## config.mk

```make
export PLATFORM = sky130hd
export DESIGN_NAME = icache_direct
export DESIGN_NICKNAME = d
export VERILOG_FILES = /design/src/rtl/icache_pkg.sv /design/src/rtl/icache_array.sv /design/src/rtl/icache_direct.sv
export SDC_FILE = /design/constraint.sdc
export NUM_CORES = 2
export LEC_CHECK = 0
export ABC_AREA = 1
export CELL_PAD_IN_SITES_DETAIL_PLACEMENT = 1
export CELL_PAD_IN_SITES_GLOBAL_PLACEMENT = 2
export CORE_MARGIN = 2
export CORE_UTILIZATION = 44
export DETAILED_ROUTE_END_ITERATION = 7
export PLACE_DENSITY = 0.76
export SYNTH_ARGS = -nofsm -noshare
export SYNTH_HDL_FRONTEND = slang
export SYNTH_MEMORY_MAX_BITS = 65536
export SYNTH_SLANG_ARGS = --single-unit
export TNS_END_PERCENT = 100
```

## constraint.sdc

```tcl
create_clock -name clk -period 18.38 [get_ports clk]
set_clock_uncertainty 0.1 [all_clocks]
set_input_delay 2.757 -clock clk [delete_from_list [all_inputs] [get_ports clk]]
set_output_delay 2.757 -clock clk [all_outputs]
set_load 0.01 [all_outputs]
```

## src/rtl/icache_pkg.sv

```systemverilog
// -----------------------------------------------------------------------------
// icache_pkg
// Shared definitions for the direct-mapped instruction cache:
//   - default geometry (log2 bytes per line, log2 number of sets)
//   - controller state encoding
//   - address field extraction helpers (tag / set index)
// The helpers take the geometry as arguments so that a cache instance built
// with non-default parameters extracts its fields consistently.
// -----------------------------------------------------------------------------
package icache_pkg;

    localparam int DEF_S_OFFSET = 5;   // 32-byte / 256-bit line
    localparam int DEF_S_INDEX  = 4;   // 16 sets

    typedef enum logic [0:0] {
        IDLE = 1'b0,
        FILL = 1'b1
    } icache_state_t;

    // Tag field, right-justified and zero-extended to 32 bits.
    function automatic logic [31:0] addr_tag(
        input logic [31:0] addr,
        input int          s_index,
        input int          s_offset
    );
        return addr >> (s_index + s_offset);
    endfunction

    // Set index field, right-justified and zero-extended to 32 bits.
    function automatic logic [31:0] addr_index(
        input logic [31:0] addr,
        input int          s_index,
        input int          s_offset
    );
        return (addr >> s_offset) & ((32'd1 << s_index) - 32'd1);
    endfunction

endpackage

```

## src/rtl/icache_array.sv

```systemverilog
// -----------------------------------------------------------------------------
// icache_array
// Flop-based storage array with one synchronous write port and one
// combinational read port. Used for the tag, data and valid arrays.
//
// Parameters:
//   WIDTH     - bits per entry
//   DEPTH     - number of entries
//   RESET_EN  - 1: every entry clears to zero on rst; 0: contents untouched
//
// Ports:
//   clk    in   clock
//   rst    in   synchronous active-high reset (only effective with RESET_EN)
//   we     in   write enable, sampled at posedge
//   waddr  in   write entry
//   wdata  in   write data
//   raddr  in   read entry
//   rdata  out  read data (combinational)
// -----------------------------------------------------------------------------
module icache_array #(
    parameter int WIDTH    = 1,
    parameter int DEPTH    = 16,
    parameter bit RESET_EN = 1'b0,
    localparam int AW      = (DEPTH > 1) ? $clog2(DEPTH) : 1
) (
    input  logic             clk,
    input  logic             rst,
    input  logic             we,
    input  logic [AW-1:0]    waddr,
    input  logic [WIDTH-1:0] wdata,
    input  logic [AW-1:0]    raddr,
    output logic [WIDTH-1:0] rdata
);

    logic [WIDTH-1:0] mem_r [DEPTH];

    // Storage update: optional clear on reset, otherwise write on we.
    // A non-resettable array simply skips writes during the reset cycle.
    always_ff @(posedge clk) begin
        if (RESET_EN && rst) begin
            for (int i = 0; i < DEPTH; i++) begin
                mem_r[i] <= {WIDTH{1'b0}};
            end
        end else if (!rst && we) begin
            mem_r[waddr] <= wdata;
        end
    end

    assign rdata = mem_r[raddr];

endmodule

```

## src/rtl/icache_direct.sv

```systemverilog
// -----------------------------------------------------------------------------
// icache_direct
// Read-only, direct-mapped instruction cache between the CPU fetch port and
// line-granular physical memory. Hits are answered in the same cycle the
// request is presented; a miss fetches a whole line, installs it, and the
// request is then answered from the cache on the following IDLE cycle.
//
// Optional build macro: ICACHE_PERF_CNT_EN
//   When defined, adds saturating hit_count / miss_count outputs.
//
// Ports:
//   clk           in   clock
//   rst           in   synchronous active-high reset
//   imem_address  in   CPU fetch byte address (bits [1:0] ignored)
//   imem_read     in   CPU fetch request, level-sensitive
//   imem_rdata    out  instruction word, zero unless imem_resp
//   imem_resp     out  fetch completes this cycle
//   pmem_address  out  line-aligned miss address, zero when not filling
//   pmem_read     out  line read request, held until pmem_resp
//   pmem_rdata    in   returned line
//   pmem_resp     in   line valid this cycle (single-cycle pulse)
//   hit_count     out  (ICACHE_PERF_CNT_EN) cycles answered from the cache
//   miss_count    out  (ICACHE_PERF_CNT_EN) fills started
// -----------------------------------------------------------------------------
module icache_direct
    import icache_pkg::*;
#(
    parameter int S_OFFSET  = DEF_S_OFFSET,
    parameter int S_INDEX   = DEF_S_INDEX,
    localparam int S_TAG    = 32 - S_INDEX - S_OFFSET,
    localparam int S_LINE   = 8 * (2 ** S_OFFSET)
) (
    input  logic              clk,
    input  logic              rst,
    input  logic [31:0]       imem_address,
    input  logic              imem_read,
    output logic [31:0]       imem_rdata,
    output logic              imem_resp,
    output logic [31:0]       pmem_address,
    output logic              pmem_read,
    input  logic [S_LINE-1:0] pmem_rdata,
    input  logic              pmem_resp
`ifdef ICACHE_PERF_CNT_EN
    ,
    output logic [31:0]       hit_count,
    output logic [31:0]       miss_count
`endif
);

    localparam int S_WORDS = 2 ** (S_OFFSET - 2);
    localparam int S_WSEL  = S_OFFSET - 2;
    localparam int S_DEPTH = 2 ** S_INDEX;

    icache_state_t        state_r;
    logic                 pmem_read_r;
    logic [31:0]          miss_addr_r;

    logic [31:0]          rd_tag_full_s;
    logic [31:0]          rd_idx_full_s;
    logic [31:0]          wr_tag_full_s;
    logic [31:0]          wr_idx_full_s;
    logic [S_TAG-1:0]     rd_tag_s;
    logic [S_INDEX-1:0]   rd_idx_s;
    logic [S_TAG-1:0]     wr_tag_s;
    logic [S_INDEX-1:0]   wr_idx_s;
    logic [S_WSEL-1:0]    wsel_s;

    logic [S_TAG-1:0]     tag_rd_s;
    logic [S_LINE-1:0]    line_rd_s;
    logic                 valid_rd_s;
    logic [31:0]          words_s [S_WORDS];

    logic                 fill_we_s;
    logic                 hit_s;
    logic                 miss_start_s;
    logic [31:0]          rdata_s;
    logic                 unused_bits_s;

    // Field extraction: read side follows the live CPU address, write side
    // follows the latched miss address so a redirect cannot misplace a fill.
    assign rd_tag_full_s = addr_tag(imem_address, S_INDEX, S_OFFSET);
    assign rd_idx_full_s = addr_index(imem_address, S_INDEX, S_OFFSET);
    assign wr_tag_full_s = addr_tag(miss_addr_r, S_INDEX, S_OFFSET);
    assign wr_idx_full_s = addr_index(miss_addr_r, S_INDEX, S_OFFSET);
    assign rd_tag_s      = rd_tag_full_s[S_TAG-1:0];
    assign rd_idx_s      = rd_idx_full_s[S_INDEX-1:0];
    assign wr_tag_s      = wr_tag_full_s[S_TAG-1:0];
    assign wr_idx_s      = wr_idx_full_s[S_INDEX-1:0];
    assign wsel_s        = imem_address[S_OFFSET-1:2];

    assign unused_bits_s = ^{rd_tag_full_s[31:S_TAG], rd_idx_full_s[31:S_INDEX],
                             wr_tag_full_s[31:S_TAG], wr_idx_full_s[31:S_INDEX],
                             imem_address[1:0]};

    assign fill_we_s = (state_r == FILL) && pmem_resp;

    icache_array #(.WIDTH(S_TAG), .DEPTH(S_DEPTH), .RESET_EN(1'b0)) u_tag (
        .clk   (clk),
        .rst   (rst),
        .we    (fill_we_s),
        .waddr (wr_idx_s),
        .wdata (wr_tag_s),
        .raddr (rd_idx_s),
        .rdata (tag_rd_s)
    );

    icache_array #(.WIDTH(S_LINE), .DEPTH(S_DEPTH), .RESET_EN(1'b0)) u_data (
        .clk   (clk),
        .rst   (rst),
        .we    (fill_we_s),
        .waddr (wr_idx_s),
        .wdata (pmem_rdata),
        .raddr (rd_idx_s),
        .rdata (line_rd_s)
    );

    icache_array #(.WIDTH(1), .DEPTH(S_DEPTH), .RESET_EN(1'b1)) u_valid (
        .clk   (clk),
        .rst   (rst),
        .we    (fill_we_s),
        .waddr (wr_idx_s),
        .wdata (1'b1),
        .raddr (rd_idx_s),
        .rdata (valid_rd_s)
    );

    // Hit detection: only IDLE answers requests; reset suppresses responses
    // because valid bits may still be set during the reset cycle.
    always_comb begin
        hit_s        = 1'b0;
        miss_start_s = 1'b0;
        if (!rst && (state_r == IDLE) && imem_read) begin
            if (valid_rd_s && (tag_rd_s == rd_tag_s)) begin
                hit_s = 1'b1;
            end else begin
                miss_start_s = 1'b1;
            end
        end else begin
            hit_s        = 1'b0;
            miss_start_s = 1'b0;
        end
    end

    // Split the selected line into 32-bit words for the word mux.
    always_comb begin
        for (int w = 0; w < S_WORDS; w++) begin
            words_s[w] = line_rd_s[w*32 +: 32];
        end
    end

    // Word select; output is forced to zero whenever there is no response.
    always_comb begin
        rdata_s = 32'd0;
        if (hit_s) begin
            rdata_s = words_s[wsel_s];
        end else begin
            rdata_s = 32'd0;
        end
    end

    assign imem_resp    = hit_s;
    assign imem_rdata   = rdata_s;
    assign pmem_read    = pmem_read_r;
    assign pmem_address = miss_addr_r;

    // Miss controller: latches the line address on a miss and holds the
    // memory request until the line returns. pmem_resp outside FILL is ignored.
    always_ff @(posedge clk) begin
        if (rst) begin
            state_r     <= IDLE;
            pmem_read_r <= 1'b0;
            miss_addr_r <= 32'd0;
        end else begin
            case (state_r)
                IDLE: begin
                    if (miss_start_s) begin
                        state_r     <= FILL;
                        pmem_read_r <= 1'b1;
                        miss_addr_r <= {imem_address[31:S_OFFSET], {S_OFFSET{1'b0}}};
                    end
                end
                FILL: begin
                    if (pmem_resp) begin
                        state_r     <= IDLE;
                        pmem_read_r <= 1'b0;
                        miss_addr_r <= 32'd0;
                    end
                end
                default: begin
                    state_r     <= IDLE;
                    pmem_read_r <= 1'b0;
                    miss_addr_r <= 32'd0;
                end
            endcase
        end
    end

`ifdef ICACHE_PERF_CNT_EN
    logic [31:0] hit_count_r;
    logic [31:0] miss_count_r;

    // Saturating event counters for hits and fill starts.
    always_ff @(posedge clk) begin
        if (rst) begin
            hit_count_r  <= 32'd0;
            miss_count_r <= 32'd0;
        end else begin
            if (hit_s && (hit_count_r != 32'hFFFF_FFFF)) begin
                hit_count_r <= hit_count_r + 32'd1;
            end
            if (miss_start_s && (miss_count_r != 32'hFFFF_FFFF)) begin
                miss_count_r <= miss_count_r + 32'd1;
            end
        end
    end

    assign hit_count  = hit_count_r;
    assign miss_count = miss_count_r;
`endif

endmodule

```

==> impl_metrics.yaml <==
outcome:
  status: "complete, no violations"
drt:
  dr.pass1.iters: 6
  wl_per_cell_um: 30.3
  route.final.wire_length_um: 593000
  drt-initial-drc-count: 10800
  vias: 118000
  via_per_inst: 6.00
  drtAntennaViolNets: 0
  drc_errors: 0
yosys:
  yosysWarnings: 0
  ys_seq_elements: 4509
  synth_cell_types: 25
  yosys.area.top_type: "edfxtp_1"
  synth.avg_cell_area_sq_um: 13.1
  synth.area.top_cells: "edfxtp_1, nand2_1, nand3_1"
  netlist_area_sq_um: 179000
  yosysSeqAreaShare_pct: 75.3
  synth_cells: 13600
  synthDominantCellAreaShare_pct: 74.8
cells_and_area:
  nets: 14000
  drive_gt1_share_pct: 6.46
  area_growth_pct: 12.8
clocking:
  clock_path_buffers: 4
  root_buffer: "clkbuf_16"
  clk_latency_ns: 0.99
  postCtsResizedCells: 0
  cts_buffers: 472
  clock_sinks: 4509
  cts_setup_buffers: 0
  holdBufCountCts: 0
  tritoncts: "yes"
  clk_pin_slew_ns: 0.06
  cts_htree_levels: 5
floorplanning:
  die_h_um: 642
  initial_core_util_pct: 44.2
  die_x_um: 642
  pin_count: 358
  core-area_sq_um: 406000
  rows: 234
  die_area_sq_um: 413000
grt:
  grt_pass1_wl_um: 853000
  grt_overflow: 0
  grt_max_degree: 238
  antenna_found_initial: 123
  track_usage_pct: 28.1
  grt_pass1_vias: 121000
worst_setup_path:
  r2r-start: "state_r"
  ff2ff_setup_slack_ns: 12.73
  crit_cells: 16
  path_cells: "buf_16, inv_16, buf_4, buf_4, buf_4, buf_4, nand2_1, a32o_1, o211ai_1, o21ai_0, nand2_1, nand3_1, nand2_1, o21ai_0, nor2_1, clkdlybuf4s50_1"
  worst_ep_required_time_ns: 15.52
  rr_worst_depth: 9
  crit_arrival_ns: 9.98
  end_kind: "output pin"
  worst-setup-path-type: "input port to output pin"
  r2r-end: "u_data.mem_r[2][105]"
  critPathBufInv: 7
  cp_slowest_cell: "buf_4"
  critPathCapture: "imem_rdata[0]"
  crit_path_max_incr_delay_ns: 0.85
  start_kind: "input port"
  crit_family: "buffers and inverters"
  crit_start: "imem_address[5]"
  critPathMostFrequentCell: "buf_4"
  crit_fanout: 237
power_and_ir_drop:
  power_density_nw_per_um2: 108
  irDropWorstVdd_mv: 0.0930
  p_leak_nw: 67.5
timing:
  finalHoldViolCount: 0
  setup_ws_ns: 5.54
  rsz0062_at_grt: "false"
  max_slew.worst_pin.slew_ns: 1.41
  fmax_ghz: 0.0779
  setup_viol: 0
  slew_headroom_pct: 6.31
  finalSetupTns_ns: 0
  finalCritPeriodShare_pct: 69.9
  drv_slew: 0
  final.min_clock_period_ns: 12.84
placed_design:
  pre_cts_slack_ns: 5.65
  place.port_buffers: 350
  dp_hpwl_um: 323000
  globalplace.congestion: 0.792
worst_hold_path:
  hold_start: "pmem_read"
  hp-class: "flip-flop to flip-flop"
job:
  cap_violations: 0
==> Yosys cell counts <==
master	instances
edfxtp_1	4464
nand2_1	4081
nand3_1	1323
a21oi_1	1025
buf_2	525
a32o_1	512
clkbuf_1	360
o211ai_1	351
o21ai_0	306
a221oi_1	144
inv_1	133
nor2_1	87
a221o_1	80
buf_1	80
dfxtp_1	45
o22ai_1	40
o21ai_1	34
buf_4	31
buf_6	8
inv_2	5
nand3b_1	4
or2_1	3
conb_1	1
inv_4	1
nor2_4	1
==> cell type report <==
type,count,area [sq um]
fill,40300,204000
sequential,4509,135000
multi-input combinational,7996,39400
clock buffer,585,12400
tap,5428,6790
timing repair buffer,606,5850
clock inverter,284,2320
inverter,139,568
antenna,53,133
==> report_power, final <==
part | switching, mW | leakage [nW] | internal (mW) | total [mW]
Combinational | 0.937 | 19.3 | 0.348 | 1.29
Sequential | 0.0157 | 41.0 | 11.3 | 11.3
Clock | 4.01 | 7.18 | 5.18 | 9.19
Total | 4.96 | 67.5 | 16.8 | 21.8
==> worst min-delay path by stage <==
stage               slack, ns  cells past startpoint                 to
CTS                      0.37                      2   u_valid.mem_r[8]
global placement         0.36                      2   u_valid.mem_r[4]
detailed placement       0.36                      2          pmem_read
floorplan                0.35                      2  u_valid.mem_r[12]
global route             0.39                      2   u_valid.mem_r[8]
finish                   0.37                      2          pmem_read
==> flip-flops by register name (all words and copies together), names as in the netlist <==
signal         flops
pmem_address      27
u_data.mem_r    4096
u_valid.mem_r     16
state_r            1
u_tag.mem_r      368
pmem_read          1
==> placed cells by master (no fill, tap or decap), types with 10 or more instances in the layout <==
master / netlist / final
nand2_1: 4081 / 4081
o22ai_1: 40 / 40
diode_2: 0 / 53
clkbuf_16: 0 / 478
bufinv_16: 0 / 31
inv_1: 133 / 131
clkinv_2: 0 / 84
o211ai_1: 351 / 351
o21ai_1: 34 / 34
clkinv_1: 0 / 139
dfxtp_1: 45 / 45
nor2_4: 1 / 17
inv_6: 0 / 10
buf_12: 0 / 32
buf_4: 31 / 226
edfxtp_1: 4464 / 4464
a221o_1: 80 / 80
a21oi_1: 1025 / 1025
nand3_1: 1323 / 1323
o21ai_0: 306 / 306
a221oi_1: 144 / 144
a32o_1: 512 / 512
clkbuf_1: 360 / 107
clkdlybuf4s50_1: 0 / 342
nor2_1: 87 / 71
==> through the flow <==
stage / util [%] / total power [mW] / std cells / cell area, sq um / hold slack, ns
global placement: 46.2 / 12.8 / 18700 / 188000 / 0.355
CTS: 49.8 / 21.9 / 19500 / 202000 / 0.371
floorplan: - / 12.2 / 13600 / 179000 / 0.349
finish: 49.8 / 21.8 / 19600 / 202000 / 0.365
global route: 49.8 / 22.4 / 19600 / 202000 / 0.391
detailed placement: 46.2 / 12.8 / 18700 / 188000 / 0.362
==> cells by family after synthesis <==
| group | after synthesis | synth area share (%) |
|---|---|---|
| AO/OA/AOI/OAI | 2492 | 9.43 |
| AND/OR/NAND/NOR | 5499 | 12.5 |
| buffers and inverters | 1143 | 2.86 |
| other | 1 | 0.00209 |
| flip-flops | 4509 | 75.3 |
==> tightest hold or removal path, delay by kind of cell, from the launching register on <==
| kind | cells | cell delay (ns) |
|---|---|---|
| compound gates | 1 | 0.05 |
| flops | 1 | 0.31 |
| simple gates | 1 | 0.06 |
==> layer usage <==
layer | vias up | wire length (um) | GRT usage (%)
met5 | - | 221 | 0
met4 | 36 | 25600 | 11.4
met3 | 1046 | 30300 | 3.33
met2 | 3647 | 293000 | 48.1
met1 | 62000 | 244000 | 36.5
li1 | 50800 | - | -
Note: power is estimated with default switching activity, not from simulation.
